`src/rtl/sdram_init_monitor.sv`:
```
// rtl/sdram_init_monitor.sv - SDRAM power-up sequence checker with mode register capture
module sdram_init_monitor #(
  parameter int SDRAM_ROW    = 13,
  parameter int tINIT_CYCLE  = 20000,
  parameter int tRP_CYCLE    = 3,
  parameter int tRFC_CYCLE   = 7,
  parameter int tMRD_CYCLE   = 2,
  parameter int INIT_REF_CNT = 2
) (
  input  logic                 clk,
  input  logic                 reset,
  input  logic                 sdram_cke,
  input  logic                 sdram_cs_n,
  input  logic                 sdram_ras_n,
  input  logic                 sdram_cas_n,
  input  logic                 sdram_we_n,
  input  logic [SDRAM_ROW-1:0] sdram_addr,
  output logic                 init_ok,
  output logic                 init_err,
  output logic [2:0]           err_code,
  output logic [2:0]           mr_burst_length,
  output logic                 mr_burst_type,
  output logic [2:0]           mr_cas_latency,
  output logic                 mr_write_burst_mode
);

  localparam int MAX_A = (tINIT_CYCLE > tRP_CYCLE) ? tINIT_CYCLE : tRP_CYCLE;
  localparam int MAX_B = (tRFC_CYCLE > tMRD_CYCLE) ? tRFC_CYCLE : tMRD_CYCLE;
  localparam int MAX_T = (MAX_A > MAX_B) ? MAX_A : MAX_B;
  localparam int GAP_W = $clog2(MAX_T) + 1;
  localparam int REF_W = (INIT_REF_CNT < 1) ? 1 : $clog2(INIT_REF_CNT + 1);

  localparam logic [GAP_W-1:0] INIT_MIN = GAP_W'(tINIT_CYCLE - 1);
  localparam logic [GAP_W-1:0] RP_MIN   = GAP_W'(tRP_CYCLE - 1);
  localparam logic [GAP_W-1:0] RFC_MIN  = GAP_W'(tRFC_CYCLE - 1);
  localparam logic [GAP_W-1:0] MRD_MIN  = GAP_W'(tMRD_CYCLE - 1);
  localparam logic [REF_W-1:0] REF_MIN  = REF_W'(INIT_REF_CNT);

  typedef enum logic [6:0] {
    S_WAIT_CKE  = 7'b0000001,
    S_POWER_UP  = 7'b0000010,
    S_PRECHARGE = 7'b0000100,
    S_REFRESH   = 7'b0001000,
    S_LMR       = 7'b0010000,
    S_DONE      = 7'b0100000,
    S_ERROR     = 7'b1000000
  } state_t;

  state_t             state;
  logic [GAP_W-1:0]   gap;
  logic [REF_W-1:0]   ref_cnt;
  logic [3:0]         cmd;
  logic               is_idle, is_pre, is_ref, is_lmr, is_illegal;
  logic               checking;
  logic [2:0]         err_det;
  logic               unused_addr;

  assign cmd        = {sdram_cs_n, sdram_ras_n, sdram_cas_n, sdram_we_n};
  assign is_idle    = sdram_cs_n || (cmd == 4'b0111);
  assign is_pre     = (cmd == 4'b0010);
  assign is_ref     = (cmd == 4'b0001);
  assign is_lmr     = (cmd == 4'b0000);
  assign is_illegal = !is_idle && !is_pre && !is_ref && !is_lmr;
  assign checking   = (state == S_POWER_UP) || (state == S_PRECHARGE) ||
                      (state == S_REFRESH) || (state == S_LMR);
  assign unused_addr = ^sdram_addr;

  // Illegal opcodes and CKE drops outrank the per-state timing checks.
  always_comb begin
    err_det = 3'd0;
    if (checking) begin
      if (is_illegal || !sdram_cke) begin
        err_det = 3'd6;
      end else begin
        case (state)
          S_POWER_UP: begin
            if (is_pre) begin
              if (gap < INIT_MIN)        err_det = 3'd1;
              else if (!sdram_addr[10])  err_det = 3'd2;
            end else if (!is_idle) begin
              err_det = 3'd1;
            end
          end
          S_PRECHARGE: begin
            if (!is_idle && !(is_ref && gap >= RP_MIN)) err_det = 3'd3;
          end
          S_REFRESH: begin
            if (!is_idle) begin
              if (gap < RFC_MIN)                    err_det = 3'd4;
              else if (is_ref)                      err_det = 3'd0;
              else if (is_lmr && ref_cnt < REF_MIN) err_det = 3'd5;
              else if (!is_lmr)                     err_det = 3'd6;
            end
          end
          S_LMR: begin
            if (!is_idle && gap < MRD_MIN) err_det = 3'd7;
          end
          default: err_det = 3'd0;
        endcase
      end
    end
  end

  always_ff @(posedge clk) begin
    if (reset) begin
      state               <= S_WAIT_CKE;
      gap                 <= '0;
      ref_cnt             <= '0;
      init_ok             <= 1'b0;
      init_err            <= 1'b0;
      err_code            <= 3'd0;
      mr_burst_length     <= 3'd0;
      mr_burst_type       <= 1'b0;
      mr_cas_latency      <= 3'd0;
      mr_write_burst_mode <= 1'b0;
    end else begin
      if ((state == S_WAIT_CKE && sdram_cke) || !is_idle)
        gap <= '0;
      else if (gap != '1)
        gap <= gap + 1'b1;

      if (err_det != 3'd0) begin
        state    <= S_ERROR;
        init_err <= 1'b1;
        err_code <= err_det;
      end else begin
        case (state)
          S_WAIT_CKE:  if (sdram_cke) state <= S_POWER_UP;
          S_POWER_UP:  if (is_pre) state <= S_PRECHARGE;
          S_PRECHARGE: begin
            if (is_ref) begin
              if (ref_cnt < REF_MIN) ref_cnt <= ref_cnt + 1'b1;
              state <= S_REFRESH;
            end
          end
          S_REFRESH: begin
            if (is_ref && ref_cnt < REF_MIN) ref_cnt <= ref_cnt + 1'b1;
            if (is_lmr) begin
              mr_burst_length     <= sdram_addr[2:0];
              mr_burst_type       <= sdram_addr[3];
              mr_cas_latency      <= sdram_addr[6:4];
              mr_write_burst_mode <= sdram_addr[9];
              state               <= S_LMR;
            end
          end
          S_LMR: begin
            if (gap >= MRD_MIN) begin
              state   <= S_DONE;
              init_ok <= 1'b1;
            end
          end
          default: state <= state;
        endcase
      end
    end
  end

endmodule
```
`config.mk`:
```
export PLATFORM = sky130hd
export DESIGN_NAME = sdram_init_monitor
export DESIGN_NICKNAME = d
export VERILOG_FILES = /design/src/rtl/sdram_init_monitor.sv
export SDC_FILE = /design/constraint.sdc
export NUM_CORES = 1
export LEC_CHECK = 0
export ABC_AREA = 1
export BUFFER_PORTS_ARGS = -buffer_cell sky130_fd_sc_hd__buf_2
export CAP_MARGIN = 20
export CORE_MARGIN = 3
export CORE_UTILIZATION = 56
export CTS_CLUSTER_SIZE = 30
export DETAILED_ROUTE_END_ITERATION = 7
export HOLD_SLACK_MARGIN = 0.1
export PLACE_DENSITY = 0.79
export SLEW_MARGIN = 20
export SYNTH_ARGS = -nofsm -noshare
export SYNTH_HDL_FRONTEND = slang
export SYNTH_SLANG_ARGS = --single-unit
```
`constraint.sdc`:
```
create_clock -name clk -period 1.95 [get_ports clk]
set_input_delay 0.195 -clock clk [delete_from_list [all_inputs] [get_ports clk]]
set_output_delay 0.195 -clock clk [all_outputs]
set_load 0.05 [all_outputs]
```
==> run summary <==
clock latency at the later pin of the worst-skew pair - 290 ps
grt ovf - 0
Placed Area - 2416 sq um
GRT Total Usage - 0.2074
clock sink count - 38
DIE AREA - 4667 sq um
Root Buffer - clkbuf_8
layout cell share with drive strength beyond 1 - 0.3013
type of origin of the critical path - flop
PwrDens - 777.3 nW/um^2
Fin. Hold Viols - 0
initial antenna violation count - 0
Data required, critical path - 2140 ps
DRT Pass-1 Iters - 4
leading cell type in the layout, fill and taps excluded - nand2_1
site row count - 22
Routability Congestion - 0.9042
largest family of logic cells by synthesized area - simple AND/OR/NAND/NOR gates
worst vdd rail ir drop - 478.4 uV
Final Util - 0.7388
WL per Instance - 11.49 um
TritonCTS clock tree - done
Hold Path Origin - reset
total I/O pin count - 33
initial cell density of the core - 0.5896
n_diodes - 0
total power - 2.118 mW
vias in the first global route - 1820
simple-gate share of the synthesized area - 0.3993
Clock Skews - 6.575 ps
Netlist cell types - 32
unrepaired setup endpoints after global routing - true
core region area - 3689 sq um
number of synthesized register bits - 38
first-pass GRT wire length - 7417 um
WS Path Type - flop to flop
Worst EP arrival - 2060 ps
largest net degree at the start of global routing - 17
DPL Wire Length - 3497 um
async set-or-reset flop fraction in the synthesized netlist - 0
status - finished, final reports clean
P_leak - 1.402 nW
Synth Area in Compound Gates - 0.08746
number of nets in the layout - 408
number of port buffers - 28
clock buffer count from CTS - 5
CP max FO - 4
Initial DRC Count - 117
Die H - 68.32 um
endpoint of the worst hold path - err_code[0]$_SDFFE_PP0P_
Post-synth EDFFs - 0
hold depth - 2
commonest non-fill, non-tap cells in the layout - 73 x nand2_1, 59 x nor2_1, 41 x inv_1
CTS clk-pin slew, worst paths - 80 ps
FF-to-FF path depth - 8
source of the worst register-to-register timing path - gap[0]$_SDFFE_PP0P_
final number of setup-violating endpoints - 0
reg-to-reg endpoint - gap[15]$_SDFFE_PP0P_
Final Slew Violations - 0
reg-to-reg slack, setup - 80 ps
syn_nets - 364
Layout area overhead - 25.32%
setup TNS - 0 ps
Post-Synthesis Cells - 340
Synth Cell Area - 2175 sq um
worst slew pin tran - 539.4 ps
post-synthesis sequential area ratio - 0.3498
Post-Synth Adder-Cell Area - 0.02301
FMAX - 534.1 MHz
MaxCap Viol Count - 0
Filler cells - 282
most used flip-flop cell after synthesis - dfxtp_1
Final Cycle Share - 0.9602
Avg Inst Size Synth - 6.396 sq um
xor/xnor cell area share of the yosys netlist - 0.02819
pre-CTS WS - 37.53 ps
DR vias/cell - 4.949
Routed Antenna Nets - 0
clock tree buffer depth - 2
CP endpoint kind - flop
drt total wl - 4977 um
via count - 2143
Final Critical Period - 1872 ps
post-synthesis mux area share - 0
DRC viols - 0
HP Class - primary input to flop
final worst slack - 77.59 ps
total of warnings raised by yosys - 0
Die Span X - 68.32 um
H-tree Lvls - 2
Design Area, Final - 2725 sq um
Relative slew margins - 0.6371
cell families after synthesis:
family                   Yosys count
AO/OA/AOI/OAI                     33
AND/OR/NAND/NOR                  196
adder cells (fa/ha/maj)            4
XOR/XNOR                           7
flip-flops                        38
buffers and inverters             62
critical path, cell delays in order, from the launching register on:
cell	delay (ps)
dfxtp_4	380
inv_4	60
buf_4	140
nor4_1	510
nand4_1	240
nor2_1	190
xor2_1	80
o21ai_0	140
inv_1	50
layout make-up:
cell class	count	area [sq um]	share of cell area
Sequential cell	38	774.5	0.2842
Timing Repair Buffer	38	227.7	0.08356
Tap cell	48	60.06	0.02204
Multi-Input combinational cell	241	1324	0.4858
Inverter	60	230.2	0.08448
Clock buffer	5	68.82	0.02525
Clock inverter	3	40.04	0.01469
through the flow:
stage          cells  hold slack, ps
3_3_place_gp     422           415.2
6_report         433           117.0
5_1_grt          433           130.6
2_1_floorplan    340           264.1
4_1_cts          430           110.0
3_5_place_dp     422           422.2
state kept, by name, indices dropped and copies added (netlist names):
name                 cells
err_code                 3
gap                     16
init_err                 1
init_ok                  1
mr_burst_length          3
mr_burst_type            1
mr_cas_latency           3
mr_write_burst_mode      1
ref_cnt                  2
state                    7
repair_timing:
item / CTS / global route
setup endpoints to repair: 0 / 28
buffers inserted: 0 / 2
hold buffers: 0 / 0
gates resized for setup: 0 / 49
how the worst max path moves through the flow:
stage | startpoint | to | slack [ps] | cells past startpoint
final | gap[0]$_SDFFE_PP0P_ | gap[15]$_SDFFE_PP0P_ | 80 | 8
after detailed placement | gap[1]$_SDFFE_PP0P_ | state[1]$_SDFFE_PP0P_ | 40 | 15
after global placement | gap[1]$_SDFFE_PP0P_ | gap[11]$_SDFFE_PP0P_ | 70 | 14
after CTS | gap[1]$_SDFFE_PP0P_ | gap[11]$_SDFFE_PP0P_ | 4 | 14
after global routing | gap[0]$_SDFFE_PP0P_ | mr_cas_latency[1]$_SDFFE_PP0P_ | -70 | 13
after floorplan | gap[1]$_SDFFE_PP0P_ | gap[4]$_SDFFE_PP0P_ | 190 | 13
synth_stat cells, types with 4 or more instances:
master | n | area [sq um]
inv_2 | 15 | 56.30
a21oi_1 | 14 | 70.07
nor2_1 | 65 | 244.0
nand2_1 | 86 | 322.8
dfxtp_1 | 38 | 760.7
nand2_2 | 6 | 37.54
inv_1 | 44 | 165.2
nand4_1 | 6 | 37.54
xor2_1 | 6 | 52.55
nor4_1 | 4 | 25.02
o21ai_0 | 11 | 55.05
nand3_1 | 13 | 65.06
nor2_2 | 5 | 31.28
ha_1 | 4 | 50.05
report_power, final:
group          switching, mW  leakage (nW)  total, mW  internal, mW
Sequential            0.0442         0.311      0.869         0.825
Combinational          0.395          1.03      0.599         0.204
Clock                  0.274        0.0579      0.651         0.376
Total                  0.713          1.40       2.12          1.40
layer usage:
layer | up-vias | global-route usage | share of wire
li1 | 1146 | - | -
met1 | 945 | 0.2490 | 0.45
met2 | 43 | 0.3538 | 0.50
met3 | 9 | 0.04926 | 0.039
met4 | 0 | 0.08189 | 0.015
met5 | - | 0 | 0
Note: power is estimated with default switching activity, not from simulation.
